## src/rtl/adxl_spi_responder.sv

```systemverilog
// ADXL345-compatible SPI slave (mode 3) serving X/Y/Z samples through the real register map.
// All SPI pins are synchronised into sys_clk; edges are detected on the synchronised levels.
module adxl_spi_responder #(
    parameter logic [7:0]  DEVID       = 8'hE5,
    parameter int unsigned SYNC_STAGES = 2
) (
    input  logic        sys_clk,
    input  logic        reset,
    input  logic        spi_sclk,
    input  logic        spi_cs_n,
    input  logic        spi_mosi,
    output logic        spi_miso,
    output logic        spi_miso_oe,
    input  logic        sample_valid,
    input  logic [15:0] x_sample,
    input  logic [15:0] y_sample,
    input  logic [15:0] z_sample,
    output logic        data_ready,
    output logic [7:0]  bw_rate,
    output logic [7:0]  power_ctl,
    output logic [7:0]  data_format,
    output logic        txn_done
);

    typedef enum logic [1:0] {
        ST_IDLE,
        ST_CMD,
        ST_DATA
    } state_t;

    localparam logic [5:0] ADDR_DEVID       = 6'h00;
    localparam logic [5:0] ADDR_BW_RATE     = 6'h2C;
    localparam logic [5:0] ADDR_POWER_CTL   = 6'h2D;
    localparam logic [5:0] ADDR_DATA_FORMAT = 6'h31;
    localparam logic [5:0] ADDR_DATAX0      = 6'h32;
    localparam logic [5:0] ADDR_DATAZ1      = 6'h37;

    state_t                 state_q, state_d;
    logic [SYNC_STAGES-1:0] sclk_sync_q, sclk_sync_d;
    logic [SYNC_STAGES-1:0] cs_sync_q, cs_sync_d;
    logic [SYNC_STAGES-1:0] mosi_sync_q, mosi_sync_d;
    logic                   sclk_prev_q, sclk_prev_d;
    logic                   cs_prev_q, cs_prev_d;
    logic [2:0]             bit_cnt_q, bit_cnt_d;
    logic [7:0]             rx_shift_q, rx_shift_d;
    logic [7:0]             tx_shift_q, tx_shift_d;
    logic                   is_read_q, is_read_d;
    logic                   mb_q, mb_d;
    logic [5:0]             addr_q, addr_d;
    logic                   miso_q, miso_d;
    logic                   miso_oe_q, miso_oe_d;
    logic                   txn_done_q, txn_done_d;
    logic                   data_ready_q, data_ready_d;
    logic [7:0]             bw_rate_q, bw_rate_d;
    logic [7:0]             power_ctl_q, power_ctl_d;
    logic [7:0]             data_format_q, data_format_d;
    logic [47:0]            live_q, live_d;
    logic [47:0]            snap_q, snap_d;

    logic       sclk_s, cs_s, mosi_s;
    logic       sclk_rise, sclk_fall, cs_rise, cs_fall;
    logic [7:0] byte_in;
    logic [5:0] next_addr;
    logic       dr_set, dr_clr;

    function automatic logic [7:0] reg_read(
        input logic [5:0]  a,
        input logic [47:0] xyz,
        input logic [7:0]  bw,
        input logic [7:0]  pc,
        input logic [7:0]  df
    );
        logic [7:0] r;
        case (a)
            ADDR_DEVID:       r = DEVID;
            ADDR_BW_RATE:     r = bw;
            ADDR_POWER_CTL:   r = pc;
            ADDR_DATA_FORMAT: r = df;
            6'h32:            r = xyz[7:0];
            6'h33:            r = xyz[15:8];
            6'h34:            r = xyz[23:16];
            6'h35:            r = xyz[31:24];
            6'h36:            r = xyz[39:32];
            6'h37:            r = xyz[47:40];
            default:          r = '0;
        endcase
        return r;
    endfunction

    assign sclk_s    = sclk_sync_q[SYNC_STAGES-1];
    assign cs_s      = cs_sync_q[SYNC_STAGES-1];
    assign mosi_s    = mosi_sync_q[SYNC_STAGES-1];
    assign sclk_rise = sclk_s & ~sclk_prev_q;
    assign sclk_fall = ~sclk_s & sclk_prev_q;
    assign cs_rise   = cs_s & ~cs_prev_q;
    assign cs_fall   = ~cs_s & cs_prev_q;
    assign byte_in   = {rx_shift_q[6:0], mosi_s};
    assign next_addr = mb_q ? addr_q + 6'd1 : addr_q;

    always_comb begin
        state_d       = state_q;
        sclk_sync_d   = {sclk_sync_q[SYNC_STAGES-2:0], spi_sclk};
        cs_sync_d     = {cs_sync_q[SYNC_STAGES-2:0], spi_cs_n};
        mosi_sync_d   = {mosi_sync_q[SYNC_STAGES-2:0], spi_mosi};
        sclk_prev_d   = sclk_s;
        cs_prev_d     = cs_s;
        bit_cnt_d     = bit_cnt_q;
        rx_shift_d    = rx_shift_q;
        tx_shift_d    = tx_shift_q;
        is_read_d     = is_read_q;
        mb_d          = mb_q;
        addr_d        = addr_q;
        miso_d        = miso_q;
        miso_oe_d     = miso_oe_q;
        txn_done_d    = 1'b0;
        bw_rate_d     = bw_rate_q;
        power_ctl_d   = power_ctl_q;
        data_format_d = data_format_q;
        live_d        = live_q;
        snap_d        = snap_q;
        dr_set        = 1'b0;
        dr_clr        = 1'b0;

        if (sample_valid) begin
            live_d = {z_sample, y_sample, x_sample};
            dr_set = power_ctl_q[3];
        end

        case (state_q)
            ST_IDLE: begin
                if (cs_fall) begin
                    state_d    = ST_CMD;
                    bit_cnt_d  = '0;
                    rx_shift_d = '0;
                    tx_shift_d = '0;
                    miso_d     = 1'b0;
                    miso_oe_d  = 1'b1;
                end
            end
            default: begin
                if (cs_rise) begin
                    // Partial byte is dropped: no write, no data_ready clear.
                    state_d    = ST_IDLE;
                    miso_d     = 1'b0;
                    miso_oe_d  = 1'b0;
                    txn_done_d = (state_q == ST_DATA);
                end else if (sclk_rise) begin
                    rx_shift_d = byte_in;
                    bit_cnt_d  = bit_cnt_q + 3'd1;
                    if (bit_cnt_q == 3'd7) begin
                        if (state_q == ST_CMD) begin
                            state_d   = ST_DATA;
                            is_read_d = byte_in[7];
                            mb_d      = byte_in[6];
                            addr_d    = byte_in[5:0];
                            // Snapshot takes the pre-update live value even if a sample lands now.
                            if (byte_in[7]) begin
                                snap_d     = live_q;
                                tx_shift_d = reg_read(byte_in[5:0], live_q, bw_rate_q,
                                                      power_ctl_q, data_format_q);
                            end else begin
                                tx_shift_d = '0;
                            end
                        end else begin
                            if (!is_read_q) begin
                                case (addr_q)
                                    ADDR_BW_RATE:     bw_rate_d     = byte_in;
                                    ADDR_POWER_CTL:   power_ctl_d   = byte_in;
                                    ADDR_DATA_FORMAT: data_format_d = byte_in;
                                    default:          ;
                                endcase
                                tx_shift_d = '0;
                            end else begin
                                dr_clr     = (addr_q >= ADDR_DATAX0) && (addr_q <= ADDR_DATAZ1);
                                tx_shift_d = reg_read(next_addr, snap_q, bw_rate_q,
                                                      power_ctl_q, data_format_q);
                            end
                            addr_d = next_addr;
                        end
                    end
                end else if (sclk_fall && state_q == ST_DATA) begin
                    miso_d     = tx_shift_q[7];
                    tx_shift_d = {tx_shift_q[6:0], 1'b0};
                end
            end
        endcase

        if (dr_set)      data_ready_d = 1'b1;
        else if (dr_clr) data_ready_d = 1'b0;
        else             data_ready_d = data_ready_q;
    end

    // Chip-select history resets "asserted" so a cs_n held low through reset is not seen as a fall.
    always_ff @(posedge sys_clk) begin
        if (reset) begin
            state_q       <= ST_IDLE;
            sclk_sync_q   <= '1;
            cs_sync_q     <= '0;
            mosi_sync_q   <= '0;
            sclk_prev_q   <= 1'b1;
            cs_prev_q     <= 1'b0;
            bit_cnt_q     <= '0;
            rx_shift_q    <= '0;
            tx_shift_q    <= '0;
            is_read_q     <= 1'b0;
            mb_q          <= 1'b0;
            addr_q        <= '0;
            miso_q        <= 1'b0;
            miso_oe_q     <= 1'b0;
            txn_done_q    <= 1'b0;
            data_ready_q  <= 1'b0;
            bw_rate_q     <= 8'h0A;
            power_ctl_q   <= '0;
            data_format_q <= '0;
            live_q        <= '0;
            snap_q        <= '0;
        end else begin
            state_q       <= state_d;
            sclk_sync_q   <= sclk_sync_d;
            cs_sync_q     <= cs_sync_d;
            mosi_sync_q   <= mosi_sync_d;
            sclk_prev_q   <= sclk_prev_d;
            cs_prev_q     <= cs_prev_d;
            bit_cnt_q     <= bit_cnt_d;
            rx_shift_q    <= rx_shift_d;
            tx_shift_q    <= tx_shift_d;
            is_read_q     <= is_read_d;
            mb_q          <= mb_d;
            addr_q        <= addr_d;
            miso_q        <= miso_d;
            miso_oe_q     <= miso_oe_d;
            txn_done_q    <= txn_done_d;
            data_ready_q  <= data_ready_d;
            bw_rate_q     <= bw_rate_d;
            power_ctl_q   <= power_ctl_d;
            data_format_q <= data_format_d;
            live_q        <= live_d;
            snap_q        <= snap_d;
        end
    end

    assign spi_miso    = miso_q & miso_oe_q;
    assign spi_miso_oe = miso_oe_q;
    assign data_ready  = data_ready_q;
    assign bw_rate     = bw_rate_q;
    assign power_ctl   = power_ctl_q;
    assign data_format = data_format_q;
    assign txn_done    = txn_done_q;

endmodule

```

## config.mk

```make
export PLATFORM = sky130hd
export DESIGN_NAME = adxl_spi_responder
export DESIGN_NICKNAME = d
export VERILOG_FILES = /design/src/rtl/adxl_spi_responder.sv
export SDC_FILE = /design/constraint.sdc
export NUM_CORES = 1
export LEC_CHECK = 0
export ABC_AREA = 1
export CAP_MARGIN = 5
export CORE_ASPECT_RATIO = 1.5
export CORE_MARGIN = 4
export CORE_UTILIZATION = 30
export DETAILED_ROUTE_END_ITERATION = 10
export RECOVER_POWER = 100
export SETUP_SLACK_MARGIN = 0.05
export SLEW_MARGIN = 15
export SYNTH_ARGS = -nofsm -noshare
export SYNTH_HDL_FRONTEND = slang
export SYNTH_SLANG_ARGS = --single-unit
```

## constraint.sdc

```tcl
create_clock -name sys_clk -period 3.4 [get_ports sys_clk]
set_clock_uncertainty 0.05 [all_clocks]
set_input_delay 0.68 -clock sys_clk [delete_from_list [all_inputs] [get_ports sys_clk]]
set_output_delay 0.68 -clock sys_clk [all_outputs]
set_load 0.1 [all_outputs]
```

==> results.toml, run 1 <==
[synth]
syn_area_mm2 = 0.00742
syn_inst = 1082
syn_avg_cell_area_um2 = 6.86
synth_nets = 1142
synth.top_cell.area_share = 0.431
ys_types = 36
yosysTopAreaCell = "dfxtp_1"
synth_seq_area_share = 0.431
yosysWarnings = 0
synthTopCellsByArea = "dfxtp_1, nor2_1, o21ai_0"
ys_ff_latch = 160

[timing]
finalSetupViolations = 0
timing.final.hold_violations = 0
whs_ns = 0.355
fmax_ghz = 0.349
post-route-min-period_ns = 2.87
grt_setup_unrepaired = "false"
slew_headroom = -0.176
tightest_slew_ns = 1.76
finalSetupTns_ns = 0
maxSlewViolCount = 36
finalCritPeriodShare = 0.844

[global_route]
grt_overflow_total = 0
track_usage = 0.199
grt_pass1_vias = 7261
antenna_found_initial = 0
grt_max_degree = 74
grt_pass1_wl_um = 41400

[min_path]
hp-class = "flip-flop to flip-flop"

[cts]
cts_buffers = 17
cts_sinks = 160
cts.repair.resized = 0
clockBufferDepth = 2
clockRootBuffer = "clkbuf_16"
ctsHoldBuffers = 0
cts_setup_buffers = 0
htree_levels = 4
cts_tree = "built"
insertion_delay_ns = 0.44
clk_pin_slew_ns = 0.06

[floorplan]
dieWidth_um = 136
die_y_um = 201
initial_core_util = 0.305
die_area_mm2 = 0.0274
rows = 70
coreArea_mm2 = 0.0243
io_pins = 82

[critical_path]
critPathLaunchType = "flip-flop"
end_kind = "flip-flop"
cp.arrival_ns = 3.17
crit_type = "flip-flop to flip-flop"
crit_required_ns = 3.71
critPathMaxFanout = 8

[power_and_ir_drop]
finalPower_mw = 4.11
power_density_mw_per_mm2 = 463
leakage_nw = 3.56
vdd_drop_max_v = 0.000339

[place]
placed_cell_area_mm2 = 0.00842
finalWeightedCongestion = 0.995
dpl.hpwl_um = 20200
io_buffers = 81

[route]
drt-pass1-iter-count = 5
dr_total_vias = 7412
via_per_inst = 5.01
antenna_left = 0
drt-wirelength-per-cell_um = 18.2
post-route-drc-count = 0
routed_wl_um = 27000
drt_iter0_markers = 661

[cells_and_area]
fin_area_mm2 = 0.00887
num_antenna_cells = 0
final_cell_mix = "nor2_1, nand2_1, dfxtp_1"
fillers = 2738
layout_commonest_cell = "nor2_1"
nNetsFinal = 1201
utilization = 0.364
area.growth.synth_to_final_pct = 19.5
drive_gt1_frac = 0.0624

[status]
status = "finished, violations left"
failed_checks = "capacitance limit, slew limit"

[run]
drv_cap = 1
==> cell usage after synthesis <==
master and instances:
a21oi_1 98, a21oi_2 5, o21ai_1 6, nor2_1 218, a211oi_1 8, ha_1 6, o2111ai_1 1, nor2_2 11
nand3b_1 2, buf_6 1, nand4_1 10, o41ai_1 1, nor2_4 3, a31oi_1 3, dfxtp_1 160, a221oi_1 3
and2_1 1, o211a_1 1, o21ai_0 138, nor4_1 1, a21oi_4 1, a32oi_1 1, nand2_1 160, nor3_1 2
inv_2 8, nand2_2 4, nor2_8 1, buf_4 5, nand3_2 1, clkbuf_1 37, or2_2 2, o211ai_1 2
buf_2 10, nor3_2 1, inv_1 80, nand3_1 90
==> area by class of cell <==
type / instances / area, um^2 / area share
Multi-Input combinational cell: 781 / 3640 / 0.410
Sequential cell: 160 / 3200 / 0.361
Timing Repair Buffer: 93 / 711 / 0.0801
Clock buffer: 20 / 447 / 0.0504
Tap cell: 324 / 405 / 0.0457
Inverter: 88 / 330 / 0.0372
Clock inverter: 12 / 135 / 0.0152
==> kinds of logic after synthesis <==
group | share of synthesized area
simple gates | 0.290
compound gates | 0.192
flops | 0.431
buf+inv | 0.0765
fa+ha+maj | 0.0101
==> worst max-delay path: stages (launching register included) <==
cell and delay, ns:
dfxtp_1 0.45, inv_1 0.10, ha_1 0.29, inv_1 0.05, nand2_1 0.04, o21ai_0 0.20
nand2_1 0.17, nor2_1 0.56, nand3_1 0.17, o21ai_0 0.12, nor2_1 0.07, nand2_1 0.15
nand3_1 0.09, nand2_1 0.10, nand2_1 0.06, a21oi_2 0.10
==> report_power, final <==
part | internal (mW) | total (mW) | leakage (nW) | switching (mW)
Sequential | 1.92 | 1.97 | 1.30 | 0.0434
Clock | 1.10 | 1.90 | 0.273 | 0.801
Combinational | 0.103 | 0.240 | 1.99 | 0.137
==> layer usage <==
| layer | wire length, um | GRT usage | up-vias |
|---|---|---|---|
| met2 | 13400 | 0.342 | 226 |
| met5 | 0 | 0 | - |
| li1 | - | - | 3685 |
| met3 | 1120 | 0.0298 | 64 |
| met1 | 10700 | 0.227 | 3437 |
| met4 | 1770 | 0.126 | 0 |
==> state kept, by name (all words and copies together) (netlist names), 2 cells and up <==
| signal | flops |
|---|---|
| bw_rate | 8 |
| mosi_sync_q | 2 |
| rx_shift_q | 7 |
| power_ctl | 8 |
| cs_sync_q | 2 |
| addr_q | 6 |
| sclk_sync_q | 2 |
| state_q | 2 |
| tx_shift_q | 8 |
| bit_cnt_q | 3 |
| live_q | 48 |
| data_format | 8 |
| snap_q | 48 |
==> metrics by stage <==
stage                     cells  worst slack, ns
after global routing       1478            0.168
after floorplan            1082             1.00
after CTS                  1478            0.674
final                      1478            0.531
after detailed placement   1446            0.705
after global placement     1446            0.676
==> final timing paths <==
path / depth (start not counted) / startpoint / slack, ns / to
setup / recovery: 15 / addr_q[0] / 0.53 / tx_shift_q[3]
hold reg to reg: 2 / cs_sync_q[0] / 0.35 / cs_sync_q[1]
hold / removal: 2 / cs_sync_q[0] / 0.35 / cs_sync_q[1]
setup reg to reg: 15 / addr_q[0] / 0.53 / tx_shift_q[3]
Power figures use the tool's default switching activity.
==> inputs of run 2 (changes only) <==
==> constraint.sdc (replaced) <==
create_clock -name sys_clk -period 2.45 [get_ports sys_clk]
set_clock_uncertainty 0.05 [all_clocks]
set_input_delay 0.49 -clock sys_clk [delete_from_list [all_inputs] [get_ports sys_clk]]
set_output_delay 0.49 -clock sys_clk [all_outputs]
set_load 0.1 [all_outputs]
==> run 2 against run 1 <==
  * The run now ends clean
  * Design area up 5.8%
  * First-iteration DRC count down 3.9%
  * Clock power up 41%
  * Critical path type unchanged
  * Critical endpoint is now tx_shift_q[0]
  * Largest cell class unchanged
  * Largest power group unchanged
==> results.toml, run 2 (synthesized netlist as in run 1, its figures left out) <==
[timing]
maxSlewViolCount = 0
finalSetupViolations = 0
timing.final.hold_violations = 0
fmax_ghz = 0.438
finalCritPeriodShare = 0.932
post-route-min-period_ns = 2.28
finalSetupTns_ns = 0
tightest_slew_ns = 1.09
grt_setup_unrepaired = "true"
slew_headroom = 0.270

[place]
io_buffers = 81
finalWeightedCongestion = 0.971
dpl.hpwl_um = 20700
placed_cell_area_mm2 = 0.00881

[floorplan]
rows = 70
die_y_um = 201
die_area_mm2 = 0.0274
initial_core_util = 0.305
coreArea_mm2 = 0.0243
dieWidth_um = 136
io_pins = 82

[cts]
htree_levels = 4
clockBufferDepth = 2
insertion_delay_ns = 0.44
clk_pin_slew_ns = 0.06
ctsHoldBuffers = 0
clockRootBuffer = "clkbuf_16"
cts_tree = "built"
cts_buffers = 17
cts_sinks = 160

[critical_path]
crit_type = "flip-flop to flip-flop"
critPathLaunchType = "flip-flop"
cp.arrival_ns = 2.59
end_kind = "flip-flop"
reg2reg_from = "addr_q[0]"
crit_required_ns = 2.76
crit_start = "addr_q[0]"
critPathMaxFanout = 7

[status]
status = "finished, final reports clean"

[global_route]
track_usage = 0.203
grt_max_degree = 78
grt_overflow_total = 0
grt_pass1_wl_um = 41900
antenna_found_initial = 0
grt_pass1_vias = 7251

[cells_and_area]
num_antenna_cells = 0
area.growth.synth_to_final_pct = 26.5
layout_commonest_cell = "nor2_1"
nNetsFinal = 1246
largest_registers = "live_q x48, snap_q x48"
final_cell_mix = "nor2_1, nand2_1, dfxtp_1"
fin_area_mm2 = 0.00939
fillers = 2686
drive_gt1_frac = 0.133

[route]
drt-wirelength-per-cell_um = 18.1
antenna_left = 0
routed_wl_um = 27600
via_per_inst = 5.02
drt-pass1-iter-count = 5
dr_total_vias = 7633
drt_iter0_markers = 635
post-route-drc-count = 0

[min_path]
hp-start = "cs_sync_q[0]"
hp-class = "flip-flop to flip-flop"

[power_and_ir_drop]
p_sw_mw = 1.37
power_density_mw_per_mm2 = 612
leakage_nw = 3.92
seq_power_share = 0.475
vdd_drop_max_v = 0.000482
p_int_mw = 4.38
p_comb_frac = 0.060
clkPwrFrac = 0.465
swShare = 0.238

[run]
drv_cap = 0
[run 2: per-stage QoR]
stage	util	cells	hold WS (ns)	power (mW)	worst slack, ns
floorplan	-	1082	0.338	2.94	0.244
global placement	0.362	1486	0.343	3.14	0.0581
detailed placement	0.362	1486	0.346	3.14	0.0483
CTS	0.387	1517	0.360	5.83	0.0726
global route	0.386	1522	0.376	5.99	0.0250
finish	0.386	1522	0.360	5.75	0.167
[run 2: final timing paths]
| check | slack, ns | to | cells past startpoint |
|---|---|---|---|
| setup / recovery | 0.17 | tx_shift_q[0] | 16 |
| hold / removal | 0.36 | cs_sync_q[1] | 2 |
| setup reg to reg | 0.17 | tx_shift_q[0] | 16 |
| hold reg to reg | 0.36 | cs_sync_q[1] | 2 |
[run 2: timing repair]
action / CTS / global route
setup buffers: 0 / 4
setup endpoints to repair: 8 / 14
cloned: 0 / 1
pin swaps: 0 / 1
gates resized for setup: 4 / 13
[run 2: worst max-delay path: stages (launching register included)]
cell	delay (ns)
dfxtp_4	0.37
ha_2	0.21
nand2_2	0.11
nand2_1	0.06
nand2_1	0.13
nand3_2	0.14
clkbuf_2	0.16
nor2_2	0.10
buf_4	0.17
nand2_1	0.10
nor2_1	0.16
nor2_1	0.08
nand3_1	0.08
nand2_1	0.05
nand2_1	0.06
nand2_1	0.07
a21oi_2	0.11
[run 2: per-layer routing]
layer  vias up  track usage  share of wire
li1       3770            -              -
met5         -            0              0
met3        55       0.0376          0.041
met2       210        0.346           0.50
met1      3598        0.236           0.41
met4         0        0.109          0.051
[run 2: final cells by class]
cell class,count,area (um^2),share of cell area
multi-input combinational,781,3700,0.394
sequential,160,3210,0.342
clock inverter,11,133,0.0141
timing repair buffer,138,1150,0.123
inverter,88,333,0.0355
clock buffer,20,457,0.0486
tap,324,405,0.0432
[run 2: power by group through the flow]
stage / clock network (mW) / logic [mW] / registers (mW)
after floorplan: 0 / 0.183 / 2.76
after detailed placement: 0 / 0.355 / 2.79
final: 2.67 / 0.346 / 2.73
after global placement: 0 / 0.355 / 2.78
after global routing: 2.86 / 0.389 / 2.73
after CTS: 2.74 / 0.357 / 2.73
